**config.mk**
```make
export PLATFORM = sky130hd
export DESIGN_NAME = if_id
export DESIGN_NICKNAME = d
export VERILOG_FILES = /design/src/rtl/if_id_pkg.sv /design/src/rtl/if_id_perf.sv /design/src/rtl/if_id.sv
export SDC_FILE = /design/constraint.sdc
export NUM_CORES = 1
export LEC_CHECK = 0
export ABC_CLOCK_PERIOD_IN_PS = 2200
export CORE_ASPECT_RATIO = 1.4
export CORE_MARGIN = 2
export CORE_UTILIZATION = 40
export CTS_CLUSTER_DIAMETER = 50
export DETAILED_ROUTE_END_ITERATION = 7
export PLACE_DENSITY = 0.88
export SKIP_LAST_GASP = 1
export SLEW_MARGIN = 15
export SYNTH_ARGS = -nofsm -noshare
export SYNTH_HDL_FRONTEND = slang
export SYNTH_HIERARCHICAL = 1
export SYNTH_SLANG_ARGS = --single-unit
```
**constraint.sdc**
```tcl
create_clock -name clk_i -period 2.2 [get_ports clk_i]
set_clock_uncertainty 0.1 [all_clocks]
set_input_delay 0.66 -clock clk_i [delete_from_list [all_inputs] [get_ports clk_i]]
set_output_delay 0.66 -clock clk_i [all_outputs]
set_load 0.03 [all_outputs]
```
**src/rtl/if_id_pkg.sv**
```systemverilog
// Shared definitions for the IF/ID pipeline register: NOP encoding and the
// RUN/HOLD state encoding.
package if_id_pkg;

  localparam logic [31:0] NOP = 32'h0000_0013;

  typedef enum logic {
    ST_RUN  = 1'b0,
    ST_HOLD = 1'b1
  } state_e;

endpackage

```
**src/rtl/if_id_perf.sv**
```systemverilog
// Saturating stall and flush event counters for the IF/ID stage.
// Only instantiated when IF_ID_PERF_EN is defined.
module if_id_perf (
  input  logic        clk_i,
  input  logic        rst_i,
  input  logic        keep_i,
  input  logic        back_i,
  output logic [31:0] stall_cnt_o,
  output logic [31:0] flush_cnt_o
);

  logic [31:0] stall_q, stall_d;
  logic [31:0] flush_q, flush_d;

  // A redirect on the same edge as a stall counts only as a flush.
  always_comb begin
    stall_d = stall_q;
    flush_d = flush_q;
    if (back_i) begin
      if (flush_q != 32'hFFFF_FFFF) flush_d = flush_q + 32'd1;
    end else if (keep_i) begin
      if (stall_q != 32'hFFFF_FFFF) stall_d = stall_q + 32'd1;
    end
  end

  always_ff @(posedge clk_i) begin
    if (rst_i) begin
      stall_q <= '0;
      flush_q <= '0;
    end else begin
      stall_q <= stall_d;
      flush_q <= flush_d;
    end
  end

  assign stall_cnt_o = stall_q;
  assign flush_cnt_o = flush_q;

endmodule

```
**src/rtl/if_id.sv**
```systemverilog
// IF/ID pipeline register with stall hold buffer and redirect flush.
// Optional perf counters are enabled by defining IF_ID_PERF_EN.
//
// state   | meaning
// --------+-----------------------------------------------------------
// ST_RUN  | decode instruction comes straight from the registered IROM
// ST_HOLD | IROM data has moved on; decode shows the captured hold_q
module if_id
  import if_id_pkg::*;
(
  input  logic        clk_i,
  input  logic        rst_i,
  input  logic [31:0] pc_if_i,
  input  logic [31:0] pc4_if_i,
  input  logic [31:0] inst_i,
  input  logic        keep_i,
  input  logic        back_i,
  output logic [31:0] pc_id_o,
  output logic [31:0] pc4_id_o,
  output logic [31:0] inst_id_o,
  output logic        valid_id_o,
  output logic        misalign_id_o
`ifdef IF_ID_PERF_EN
  ,
  output logic [31:0] stall_cnt_o,
  output logic [31:0] flush_cnt_o
`endif
);

  state_e      state_q, state_d;
  logic [31:0] pc_q, pc_d;
  logic [31:0] pc4_q, pc4_d;
  logic [31:0] hold_q, hold_d;
  logic        valid_q, valid_d;
  logic        misalign;

  always_comb begin
    state_d = state_q;
    pc_d    = pc_q;
    pc4_d   = pc4_q;
    hold_d  = hold_q;
    valid_d = valid_q;
    if (back_i) begin
      pc_d    = pc_if_i;
      pc4_d   = pc4_if_i;
      valid_d = 1'b0;
      state_d = ST_RUN;
    end else if (keep_i) begin
      // Capture only on the first stall edge; later edges see stale IROM data.
      if (state_q == ST_RUN) begin
        hold_d  = inst_i;
        state_d = ST_HOLD;
      end
    end else begin
      pc_d    = pc_if_i;
      pc4_d   = pc4_if_i;
      valid_d = 1'b1;
      state_d = ST_RUN;
    end
  end

  always_ff @(posedge clk_i) begin
    if (rst_i) begin
      state_q <= ST_RUN;
      pc_q    <= '0;
      pc4_q   <= '0;
      hold_q  <= NOP;
      valid_q <= 1'b0;
    end else begin
      state_q <= state_d;
      pc_q    <= pc_d;
      pc4_q   <= pc4_d;
      hold_q  <= hold_d;
      valid_q <= valid_d;
    end
  end

  assign misalign = valid_q & (pc_q[1:0] != 2'b00);

  always_comb begin
    if (!valid_q || misalign) inst_id_o = NOP;
    else if (state_q == ST_HOLD) inst_id_o = hold_q;
    else inst_id_o = inst_i;
  end

  assign pc_id_o       = pc_q;
  assign pc4_id_o      = pc4_q;
  assign valid_id_o    = valid_q;
  assign misalign_id_o = misalign;

`ifdef IF_ID_PERF_EN
  if_id_perf u_perf (
    .clk_i       (clk_i),
    .rst_i       (rst_i),
    .keep_i      (keep_i),
    .back_i      (back_i),
    .stall_cnt_o (stall_cnt_o),
    .flush_cnt_o (flush_cnt_o)
  );
`endif

endmodule

```
==> results.txt <==
die area: 0.0105 mm²
# rows: 42
actual slew at the worst max-slew pin: 0.527 ns
Tcrit/Tclk final: 0.981
Synth area leaders: dfxtp_1 (50%), nand2_1 (18%), a21oi_1 (12%)
max_cap viols: 0
# port buffers: 197
RSZ-0062 raised after global routing: yes
critical path launch point type: register
clk sink count: 98
gr usage total: 0.214
first-pass GRT wire length: 18,100 µm
worst path bufs/invs: 1
Worst R2R Path Depth: 5
register area share after synthesis: 0.505
pin count of the biggest net entering global routing: 49
Inst Count DP: 786
Fmax achieved: 463 MHz
global route total overflow: 0
status: finished clean
Hold Path Depth: 2
final wirelength: 11,400 µm
met3 usage: 0.0594
Cells after Synth: 499
Layout Cells excl Fill: 805
Yosys warning count: 6
CP max stage cell: clkdlybuf4s50_1
Max stage delay on crit path: 0.71 ns
GR peak layer: met2
critical path type: register to output pin
DRC viols: 0
Placer Congestion: 0.779
Max-slew headroom: 0.649
Crit path required time: 1.44 ns
EDFF count, synth: 0
Detail Route Antenna Nets: 0
Worst Path Arrival: 1.40 ns
synth cell count leaders: nand2_1 (187), dfxtp_1 (98), a21oi_1 (93)
Layout area overhead: 63.5%
num ports: 198
synth unique cells: 17
initial antenna violation count: 2
CTS tree: done
DR WL/cell: 14.2 µm
M1 GR Usage: 0.227
M2 GR Usage: 0.376
Final HPWL DP: 8530 µm
via count: 4,025
minimum clock period: 2.16 ns
drt initial violations: 140
Clk pin slew, worst setup/hold paths: 0.07 ns
Root Buffer: clkbuf_16
crit-path cells: clkdlybuf4s50_1
share of layout cells above drive strength 1: 0.128
Total Neg Setup Slack: 0 ns
cts hold-fix bufs: 0
Primary FF master, synth: dfxtp_1
Peak supply drop: 0.479 mV
worst hold path type: register to register
fin. max-slew vios: 0
critical path peak fanout: 2
PwrDens: 668 mW/mm²
CP delay by family, top: buffers and inverters
Die Span X: 87.3 µm
htree depth: 3
Post-Syn Area: 0.00389 mm²
Die Height: 121 µm
Mapped Nets: 599
Worst setup EP type: output pin
fin nets: 790
router iterations before antenna repair: 4
Avg Inst Size Synth: 7.79 µm²
Worst path depth: 1
vias in the first global route: 4,015
cell accounting for the most synthesized area: dfxtp_1
DR vias/cell: 5.00
Pleak: 2.63 nW
Post-synth ARST share: 0
post-synth top area share: 0.505
Core ar.: 0.00946 mm²
Finish-stage setup viols: 0
maximum clock insertion buffer count: 2
Starting Density: 0.411
CTS buffer count: 9
Worst-Skew Late Latency: 0.33 ns
count leader, synth: nand2_1
Hold Fails Final Rpt: 0
register bit total from synthesis: 98
## worst paths after layout
| path | slack (ns) | endpoint | from |
|---|---|---|---|
| max | 0.04 | pc_id_o[7] | pc_id_o[7]$_SDFFE_PP0N_ |
| min | 0.35 | pc4_id_o[27]$_SDFFE_PP0N_ | pc4_id_o[27]$_SDFFE_PP0N_ |
| max reg2reg | 0.64 | hold_q[20]$_SDFFE_PP0P_ | state_q$_SDFF_PP0_ |
| min reg2reg | 0.35 | pc4_id_o[27]$_SDFFE_PP0N_ | pc4_id_o[27]$_SDFFE_PP0N_ |
## per-layer routing
metal	up-vias	wire length, µm
met5	-	13
met4	2	433
met3	35	781
met2	149	5980
met1	1846	4210
li1	1993	-
## layout make-up
| class | instances | area (µm²) |
|---|---|---|
| sequential | 98 | 1970 |
| clock buffer | 11 | 253 |
| antenna | 1 | 2.50 |
| multi-input combinational | 361 | 1770 |
| clock inverter | 4 | 26.3 |
| fill | 763 | 3100 |
| timing repair buffer | 219 | 2200 |
| inverter | 1 | 3.75 |
| tap | 110 | 138 |
## layout by cell type (no fill, tap or decap)
cell and instances:
nand2_1 186, clkdlybuf4s50_1 126, dfxtp_1 97, a21oi_1 93
dlygate4sd2_1 33, mux2i_1 32, buf_4 32, nor2_1 24
buf_6 12, nor2_2 11, buf_12 10, clkbuf_16 9
dlymetal6s2s_1 5, nand3_1 3, nor3_1 3, nor3_2 3
clkinv_2 2, clkbuf_8 2, diode_2 1, nand2_2 1
inv_1 1, nor2b_4 1, nand2b_2 1, nor3b_4 1
or3b_1 1, a211oi_1 1, inv_6 1, clkinvlp_4 1
buf_8 1, dfxtp_4 1
## per-stage QoR
stage	worst slack [ns]	hold WS (ns)	util	cell area [µm²]	total power, W
5_1_grt	-0.0606	0.371	0.672	6360	0.00444
4_1_cts	-0.0861	0.351	0.669	6330	0.00429
2_1_floorplan	-0.0471	0.336	-	3910	0.00239
3_3_place_gp	-0.0986	0.337	0.635	6010	0.00281
3_5_place_dp	-0.111	0.343	0.635	6010	0.00284
6_report	0.0408	0.352	0.672	6360	0.00425
## sequential cells by signal, summed over array words and instances (netlist names)
name and flops:
pc_id_o 32, hold_q 32, state_q 1, pc4_id_o 32, valid_id_o 1
## kinds of logic (layout without fill, tap and decap cells)
family          after synthesis  after routing  share of synthesized area
simple gates                235            235                      0.238
flops                        98             98                      0.505
compound gates               94             94                      0.122
buf+inv                      40            235                     0.0531
mux                          32             32                     0.0824
other cells                   0              1                          0
## repair_timing
action / CTS / global route
pin swaps: 21 / 2
endpoints found under the setup margin: 34 / 34
setup buffers: 2 / 1
gates resized for setup: 47 / 8
## report_power, final
part | switching (W) | internal, W
Sequential | 0.0000538 | 0.00188
Combinational | 0.000451 | 0.000410
Clock | 0.000638 | 0.000822
Total | 0.00114 | 0.00311
Note: power is estimated with default switching activity, not from simulation.
